==> src/rtl/req_ack_done_arbiter_if.sv <==
// Purpose : client/resource handshake bundle for req_ack_done_arbiter.
// Latency : n/a (wires only).
// Backpressure: n/a; the resource throttles the arbiter through rsc_ack/rsc_done.
//
// Signals:
//   req      [N]  per-client request level             (clients -> arbiter)
//   gnt      [N]  one-hot grant, held per transaction   (arbiter -> clients)
//   cli_done [N]  one-cycle completion pulse            (arbiter -> clients)
//   rsc_req       request to the shared resource        (arbiter -> resource)
//   rsc_ack       resource acknowledge                  (resource -> arbiter)
//   rsc_done      resource completion                   (resource -> arbiter)
//   busy          arbiter not idle                      (arbiter -> observers)
//   err/err_code  one-cycle error pulse + cause         (arbiter -> observers)
// Modports: slave = arbiter side, master = client/resource environment side.
interface req_ack_done_arbiter_if #(
  parameter int N = 4
);
  logic [N-1:0] req;
  logic [N-1:0] gnt;
  logic [N-1:0] cli_done;
  logic         rsc_req;
  logic         rsc_ack;
  logic         rsc_done;
  logic         busy;
  logic         err;
  logic [1:0]   err_code;

  modport slave (
    input  req, rsc_ack, rsc_done,
    output gnt, cli_done, rsc_req, busy, err, err_code
  );

  modport master (
    output req, rsc_ack, rsc_done,
    input  gnt, cli_done, rsc_req, busy, err, err_code
  );
endinterface

==> src/rtl/req_ack_done_arbiter.sv <==
// Purpose : round-robin arbiter/sequencer granting N clients one shared req/ack/done resource.
// Latency : grant 1 cycle after req seen in IDLE; cli_done/err 1 cycle after done/window expiry.
// Backpressure: waits on rsc_ack (unbounded unless the ack timeout is built in), done window bounded.
//
// Ports: clk, rst (async active-high), bus (req_ack_done_arbiter_if.slave: req, gnt,
//        cli_done, rsc_req, rsc_ack, rsc_done, busy, err, err_code).
// Optional macro REQ_ACK_DONE_ARB_ACK_TIMEOUT_EN: abort with err_code 10 when rsc_ack does
// not arrive within ACK_TIMEOUT cycles of rsc_req rising. Undefined: REQ waits forever.
module req_ack_done_arbiter #(
  parameter int N           = 4,
  parameter int DONE_WIN    = 2,
  parameter int ACK_TIMEOUT = 16
) (
  input  logic                  clk,
  input  logic                  rst,
  req_ack_done_arbiter_if.slave bus
);

  localparam int IW = $clog2(N);
  localparam int DW = (DONE_WIN > 1) ? $clog2(DONE_WIN) : 1;
  localparam logic [N-1:0] ONE = N'(1);

  if (N < 2 || N > 16 || DONE_WIN < 1 || ACK_TIMEOUT < 1) begin : g_bad_params
    $error("req_ack_done_arbiter: parameter out of range");
  end

  typedef enum logic [1:0] {
    IDLE      = 2'd0,
    REQ       = 2'd1,
    WAIT_DONE = 2'd2
  } state_t;

  state_t          state;
  logic [N-1:0]    gnt_r;
  logic [N-1:0]    cli_done_r;
  logic            rsc_req_r;
  logic            busy_r;
  logic            err_r;
  logic [1:0]      err_code_r;
  logic [IW-1:0]   last_winner;
  logic [DW-1:0]   win_cnt;     // cycles already spent in WAIT_DONE (k-1)
`ifdef REQ_ACK_DONE_ARB_ACK_TIMEOUT_EN
  localparam int AW = (ACK_TIMEOUT > 1) ? $clog2(ACK_TIMEOUT) : 1;
  logic [AW-1:0]   ack_cnt;     // cycles rsc_req has been high without ack, minus one
`endif

  // Round-robin pick: first requesting client scanning upward from last_winner+1 with wrap.
  logic [IW-1:0] win_idx;
  logic [IW-1:0] scan_idx;
  logic          win_found;

  always_comb begin
    win_idx   = last_winner;
    win_found = 1'b0;
    scan_idx  = '0;
    for (int i = 1; i <= N; i++) begin
      scan_idx = IW'((int'(last_winner) + i) % N);
      if (!win_found && bus.req[scan_idx]) begin
        win_found = 1'b1;
        win_idx   = scan_idx;
      end
    end
  end

  always_ff @(posedge clk or posedge rst) begin
    if (rst) begin
      state       <= IDLE;
      gnt_r       <= '0;
      cli_done_r  <= '0;
      rsc_req_r   <= 1'b0;
      busy_r      <= 1'b0;
      err_r       <= 1'b0;
      err_code_r  <= 2'b00;
      last_winner <= IW'(N - 1);   // client 0 scanned first after reset
      win_cnt     <= '0;
`ifdef REQ_ACK_DONE_ARB_ACK_TIMEOUT_EN
      ack_cnt     <= '0;
`endif
    end else begin
      // Pulses last a single cycle.
      cli_done_r <= '0;
      err_r      <= 1'b0;
      err_code_r <= 2'b00;

      case (state)
        IDLE: begin
          // rsc_done seen here is stray and ignored.
          if (win_found) begin
            gnt_r       <= ONE << win_idx;
            rsc_req_r   <= 1'b1;
            busy_r      <= 1'b1;
            last_winner <= win_idx;
            state       <= REQ;
`ifdef REQ_ACK_DONE_ARB_ACK_TIMEOUT_EN
            ack_cnt     <= '0;
`endif
          end
        end

        REQ: begin
          // Done must follow ack strictly, so rsc_done is not looked at here.
          if (bus.rsc_ack) begin
            rsc_req_r <= 1'b0;
            win_cnt   <= '0;
            state     <= WAIT_DONE;
          end
`ifdef REQ_ACK_DONE_ARB_ACK_TIMEOUT_EN
          else if (ack_cnt == AW'(ACK_TIMEOUT - 1)) begin
            // Abandon the client; last_winner already points at it, so the next
            // scan starts past it.
            rsc_req_r  <= 1'b0;
            gnt_r      <= '0;
            busy_r     <= 1'b0;
            err_r      <= 1'b1;
            err_code_r <= 2'b10;
            state      <= IDLE;
          end else begin
            ack_cnt <= ack_cnt + 1'b1;
          end
`endif
        end

        WAIT_DONE: begin
          // A repeated rsc_ack is ignored; only rsc_done matters.
          if (bus.rsc_done) begin
            cli_done_r <= gnt_r;
            gnt_r      <= '0;
            busy_r     <= 1'b0;
            state      <= IDLE;
          end else if (win_cnt == DW'(DONE_WIN - 1)) begin
            gnt_r      <= '0;
            busy_r     <= 1'b0;
            err_r      <= 1'b1;
            err_code_r <= 2'b01;
            state      <= IDLE;
          end else begin
            win_cnt <= win_cnt + 1'b1;
          end
        end

        default: begin
          state     <= IDLE;
          gnt_r     <= '0;
          rsc_req_r <= 1'b0;
          busy_r    <= 1'b0;
        end
      endcase
    end
  end

  assign bus.gnt      = gnt_r;
  assign bus.cli_done = cli_done_r;
  assign bus.rsc_req  = rsc_req_r;
  assign bus.busy     = busy_r;
  assign bus.err      = err_r;
  assign bus.err_code = err_code_r;

endmodule

==> src/flat_wrapper.sv <==
// flat-port wrapper written by rule: the top's interface ports become plain ports
module req_ack_done_arbiter_flat 
#(
  parameter int N           = 4,
  parameter int DONE_WIN    = 2,
  parameter int ACK_TIMEOUT = 16
)
  (clk, rst, bus_req, bus_rsc_ack, bus_rsc_done, bus_gnt, bus_cli_done, bus_rsc_req, bus_busy, bus_err, bus_err_code);
  req_ack_done_arbiter_if #(.N(N)) bus_i ();
  input  logic clk;
  input  logic rst;
  input wire logic [$bits(bus_i.req)-1:0] bus_req;
  input wire logic [$bits(bus_i.rsc_ack)-1:0] bus_rsc_ack;
  input wire logic [$bits(bus_i.rsc_done)-1:0] bus_rsc_done;
  output wire logic [$bits(bus_i.gnt)-1:0] bus_gnt;
  output wire logic [$bits(bus_i.cli_done)-1:0] bus_cli_done;
  output wire logic [$bits(bus_i.rsc_req)-1:0] bus_rsc_req;
  output wire logic [$bits(bus_i.busy)-1:0] bus_busy;
  output wire logic [$bits(bus_i.err)-1:0] bus_err;
  output wire logic [$bits(bus_i.err_code)-1:0] bus_err_code;
  assign bus_i.req = bus_req;
  assign bus_i.rsc_ack = bus_rsc_ack;
  assign bus_i.rsc_done = bus_rsc_done;
  assign bus_gnt = bus_i.gnt;
  assign bus_cli_done = bus_i.cli_done;
  assign bus_rsc_req = bus_i.rsc_req;
  assign bus_busy = bus_i.busy;
  assign bus_err = bus_i.err;
  assign bus_err_code = bus_i.err_code;
  req_ack_done_arbiter #(.N(N), .DONE_WIN(DONE_WIN), .ACK_TIMEOUT(ACK_TIMEOUT)) u_core (.clk(clk), .rst(rst), .bus(bus_i));
endmodule
==> config.mk <==
export PLATFORM = sky130hd
export DESIGN_NAME = req_ack_done_arbiter_flat
export DESIGN_NICKNAME = d
export VERILOG_FILES = /design/src/rtl/req_ack_done_arbiter_if.sv /design/src/rtl/req_ack_done_arbiter.sv /design/src/flat_wrapper.sv
export SDC_FILE = /design/constraint.sdc
export NUM_CORES = 1
export LEC_CHECK = 0
export CORE_MARGIN = 10
export CORE_UTILIZATION = 45
export CTS_CLUSTER_DIAMETER = 50
export DETAILED_ROUTE_END_ITERATION = 12
export GPL_TIMING_DRIVEN = 0
export PLACE_DENSITY = 0.76
export SLEW_MARGIN = 20
export SYNTH_ARGS = -nofsm -noshare
export SYNTH_HDL_FRONTEND = slang
export SYNTH_SLANG_ARGS = --single-unit
==> constraint.sdc <==
create_clock -name clk -period 2 [get_ports clk]
set_clock_uncertainty 0.2 [all_clocks]
set_input_delay 0.4 -clock clk [delete_from_list [all_inputs] [get_ports clk]]
set_output_delay 0.4 -clock clk [all_outputs]
set_load 0.03 [all_outputs]
After elaboration in Yosys (flattened, before gate mapping)
Index checks and enable logic that the tools add are counted.

word-level totals
  flip-flop bits (word level) = 18
  bits of input ports = 8
  output and inout bits = 13

operators by class
  $add $sub $neg = 5
  magnitude comparators = 4
  equal/unequal tests = 6
  shift-type cells = 1
  mux-type cells = 42
  bitwise logic cells = 2
  reduce and logical (&&, ||, !) cells = 13

operators with widths
  kind                                                         number
  2-to-1 mux 2 bit                                             10
  2-to-1 mux 4 bit                                             5
  2-to-1 mux 1 bit                                             18
  less-than comparator 2 x 3 -> 1 bit (second input constant)  4
  case mux 4 bit (3 select lines)                              1
  AND reduction 3 bit                                          4
  binary-select mux 1 bit (select 2 bit)                       4
  case mux 1 bit (3 select lines)                              2
  case mux 2 bit (3 select lines)                              1
  adder 2 x 1 -> 2 bit (second input constant)                 2
  adder 2 bit (second input constant)                          2
  inequality test 2 bit (second input constant)                2
  << shifter 1 x 2 -> 4 bit (first input constant)             1
  logical AND 1 bit                                            3
  zero test 1 bit                                              3
  inequality test 3 x 2 -> 1 bit (second input constant)       1
  equality test 2 x 1 -> 1 bit (second input constant)         1
  equality test 2 bit (second input constant)                  1
  zero test 2 bit                                              1
  inequality test 2 x 1 -> 1 bit (second input constant)       1
  inverter 1 bit                                               2
  case mux 1 bit (2 select lines)                              1
  AND reduction 2 bit                                          1
  nonzero test 2 bit                                           1
  adder 1 bit (second input constant)                          1

Logic depth before layout (Yosys ltp)
  depth after elaboration = 16
  mapped depth = 4

Least setup slack after synthesis
OpenSTA, ideal clock, no wires.

  path kind = flip-flop to flip-flop
  start = reg u_core.last_winner[0]
  end = reg u_core.gnt_r[1] (netlist: u_core.bus.gnt[1])
  arrival = 1,253 ps
  required time = 1,678 ps
  slack = 425 ps
  cell stages (with the launch flop) = 5
  buffers on the path = 0
  cell sequence = dfstp_2 > nand2b_2 > o21ai_2 > a221o_1 > a32o_1

on the way
  word-level cells in the longest chain between the ends = 16

RTL lines
  item                                    line                        RTL
  start: declaration                      req_ack_done_arbiter.sv:40  logic [IW-1:0] last_winner;
  start signal: assignment                req_ack_done_arbiter.sv:74  last_winner <= IW'(N - 1);
  start signal: assignment                req_ack_done_arbiter.sv:92  last_winner <= win_idx;
  adder 2 x 1 -> 2 bit                    req_ack_done_arbiter.sv:57  scan_idx = IW'((int'(last_winner) + i) % N);
  binary-select mux 1 bit (select 2 bit)  req_ack_done_arbiter.sv:58  if (!win_found && bus.req[scan_idx]) begin
  2-to-1 mux 1 bit (not written as such)  req_ack_done_arbiter.sv:58
  2-to-1 mux 1 bit                        req_ack_done_arbiter.sv:58
  zero test 1 bit                         req_ack_done_arbiter.sv:58
  logical AND 1 bit                       req_ack_done_arbiter.sv:58
  2-to-1 mux 1 bit                        req_ack_done_arbiter.sv:58
  zero test 1 bit                         req_ack_done_arbiter.sv:58
  logical AND 1 bit                       req_ack_done_arbiter.sv:58
  2-to-1 mux 1 bit                        req_ack_done_arbiter.sv:58
  zero test 1 bit                         req_ack_done_arbiter.sv:58
  logical AND 1 bit                       req_ack_done_arbiter.sv:58
  2-to-1 mux 2 bit                        req_ack_done_arbiter.sv:58
  << shifter 1 x 2 -> 4 bit               req_ack_done_arbiter.sv:89  gnt_r <= ONE << win_idx;
  2-to-1 mux 4 bit                        req_ack_done_arbiter.sv:88  if (win_found) begin
  case mux 4 bit (3 select lines)         req_ack_done_arbiter.sv:85  case (state)
  end signal: assignment                  req_ack_done_arbiter.sv:89
  end: declaration                        req_ack_done_arbiter.sv:34  logic [N-1:0] gnt_r;

Several ways; a longest one is shown, not always the timed one. The select of a mux whose other input is x is not followed.
A chain may end at the register's enable or synchronous reset.

Final worst setup path
  start = reg u_core.rsc_req_r (netlist: u_core.bus.rsc_req)
  end = out bus_rsc_req

RTL lines
  item                      line                         RTL
  start: declaration        req_ack_done_arbiter.sv:36   logic rsc_req_r;
  start signal: assignment  req_ack_done_arbiter.sv:70   rsc_req_r <= 1'b0;
  start signal: assignment  req_ack_done_arbiter.sv:90   rsc_req_r <= 1'b1;
  start signal: assignment  req_ack_done_arbiter.sv:103  rsc_req_r <= 1'b0;
  end: declaration          flat_wrapper.sv:17           output wire logic [$bits(bus_i.rsc_req)-1:0] bus_rsc_req;

No word-level cell between the ends.

==> summary.txt <==
Status
  – Status: completed

Worst setup path
  – Cells on worst reg2reg path: 4
  – Worst Path Arrival: 1.35 ns
  – Slowest stage delay, CP: 0.68 ns
  – Reg2reg end: u_core.bus.gnt[3]
  – Startpoint class of the critical path: flip-flop
  – Worst path cell trace: clkdlybuf4s50_1
  – WP data required: 1.40 ns
  – Worst-path maximum fanout: 3
  – Crit path kind: flip-flop to output port
  – Crit. End Element: output port
  – Worst path slowest cell: clkdlybuf4s50_1
  – R2R Path Start: u_core.last_winner[0]
  – Reg2Reg Setup Slack: 0.28 ns
  – Critical path depth in cells: 1
  – Worst path bufs/invs: 1
  – CP delay by family, top: buffers and inverters

Power
  – Pleak: 0.0005086 uW
  – Pwr Density: 1289 nW/um^2
  – Maximum vdd ir drop: 858.0 uV

Detailed routing
  – Pre-antenna DRT Iters: 3
  – Routed Wire Length: 1683 um
  – Wire per inst: 15.44 um
  – Drt first-iter violations: 6
  – DR DRC count: 0
  – Routed Antenna Nets: 0
  – Via density: 5.404
  – Via count: 589

Die
  – Die extent in x: 60.98 um
  – Core Rows: 14
  – Die ar.: 3719 um^2
  – Core ar.: 1541 um^2
  – Die Ht: 60.98 um
  – I/O pins: 21
  – Starting Density: 0.4903

Yosys
  – Post-synth ARST share: 1.000
  – Ys Warns: 0
  – Area leader, netlist: dfrtp_1
  – Top_reg_cell synth: dfrtp_1
  – Synthesized Nets: 79
  – Post-synth EDFFs: 0
  – Share of the yosys chip area belonging to registers: 0.5331
  – Post-synthesis register bit count: 16
  – Synth Area in Simple Gates: 0.2086
  – Synthesized instance count: 71
  – Post-synthesis cell area: 755.7 um^2
  – Share of Yosys cell area claimed by the top area cell type: 0.4636
  – Most common cell in the netlist: dfrtp_1
  – Compound-Gate Fraction of Synth Area: 0.1987
  – Synth Area per Inst: 10.64 um^2
  – Unique cell type count in the Yosys netlist: 32
  – Post-Synth Adder-Cell Area: 0
  – Post-synthesis mux area share: 0
  – Commonest cells post-synth: 14 x dfrtp_1, 6 x inv_1, 6 x o21ai_0, 5 x nor2_1
  – XOR/XNOR share of the synthesized area: 0
  – Area contributors post-synth: dfrtp_1 46%, dfstp_2 7.0%, o21ai_0 4.0%
  – Largest family of logic cells by synthesized area: simple AND/OR/NAND/NOR gates

Global routing
  – GRT met2 Usage: 0.1514
  – First-pass GRT wire length: 2760 um
  – GRT overflow: 0
  – Met3 Use GR: 0.03758
  – Vias in the first global route: 599
  – Met1 Use GR: 0.1110
  – Initial antenna violation count: 0
  – Overall Global Routing Usage: 0.09648
  – Busiest grt layer: met2
  – Largest net degree at the start of global routing: 17

Clock tree
  – CTS sink count: 16
  – H-tree depth: 1
  – Post-CTS Repair Setup Buffers: 0
  – Root Buffer: clkbuf_4
  – Number of gates resized after CTS: 1
  – Clock tree buffer depth: 2
  – Worst skew pair latency: 0.29 ns
  – CTS tree: yes
  – Clk slew on worst S/H paths: 0.09 ns
  – CTS buffer count: 3
  – Hold-fix buffers, CTS: 0

STA
  – Slew margin rel.: 0.6032
  – Fin. Hold Viols: 0
  – Tightest Pin Transition: 0.5946 ns
  – Setup TNS: 0 ns
  – PnR worst setup slack: 0.05216 ns
  – RSZ-0062 raised after global routing: no
  – Final min period: 1.948 ns
  – Setup-failing EPs final: 0
  – Final worst path period share: 0.9739
  – Worst hold slack: 0.2774 ns
  – Highest clock rate: 0.5134 GHz
  – Final slew viol count: 0

Min path
  – Worst min-delay path class: input pin to async pin

Layout
  – Synth-to-layout area growth: 31.95%
  – Layout net count: 103
  – Final Core Density: 0.6469
  – ANT cells: 0
  – Layout cell share with drive strength beyond 1: 0.1505
  – Fillers: 130

Placement
  – Gp weighted congestion: 0.8403
  – Worst Setup Slack post-DPL: -0.1122 ns
  – Input/output buffers: 19
  – Dpl hpwl: 1333 um

Job
  – Max-cap check violation count: 0
-- area by class of cell --
cell class,count,area [um^2],share of cell area
buffer,3,18.77,0.01882
inverter,6,22.52,0.02258
sequential,16,402.9,0.4040
timing repair buffer,19,198.9,0.1995
tap,16,20.02,0.02008
clock buffer,3,22.52,0.02258
multi-input combinational,46,311.5,0.3124
-- logic make-up (layout without fill, tap and decap cells) --
family / Yosys count / count (layout)
other cells: 1 / 1
buf+inv: 9 / 31
flops: 16 / 16
simple gates: 23 / 23
compound gates: 22 / 22
-- layer usage --
metal,routed length [um],up-vias,share of wire
li1,-,293,-
met1,699,278,0.42
met2,809,14,0.48
met3,146,4,0.087
met4,28,0,0.017
met5,0,-,0
-- worst max-delay path by stage --
| stage | from | to |
|---|---|---|
| after floorplan | u_core.last_winner[0] | u_core.bus.gnt[1] |
| after global placement | bus_req[3] | u_core.bus.gnt[2] |
| after detailed placement | bus_req[3] | u_core.bus.gnt[2] |
| after CTS | u_core.bus.gnt[3] | bus_gnt[3] |
| after global routing | u_core.bus.rsc_req | bus_rsc_req |
| final | u_core.bus.rsc_req | bus_rsc_req |
-- layout by cell type (no fill, tap or decap), drive strengths merged, types with 2 or more instances in the layout --
cell / n
buf: 2
dlymetal6s2s: 4
nand2: 3
and2: 4
nand2b: 4
o21ai: 8
dfrtp: 14
clkbuf: 4
dfstp: 2
inv: 6
nor2: 5
a32o: 2
a21oi: 4
clkdlybuf4s50: 14
-- power by group --
group	leakage [uW]	switching (uW)	internal, uW
Clock	0.0000138	100	70.0
Combinational	0.000291	328	247
Sequential	0.000204	99.7	441
Total	0.000509	528	758
-- state kept, by name (all words and copies together) (netlist names) --
name                 cells
u_core.bus.gnt           4
u_core.bus.cli_done      4
u_core.state             2
u_core.last_winner       2
u_core.win_cnt           1
u_core.bus.rsc_req       1
u_core.bus.err_code      1
u_core.bus.busy          1
-- through the flow --
stage	total power, uW	instances	instance area (um^2)
after global routing	1391	109	997.2
after floorplan	919.8	71	755.7
after detailed placement	1130	106	965.9
final	1286	109	997.2
after global placement	1105	106	965.9
after CTS	1295	109	987.2
(Power assumes the default switching activity.)
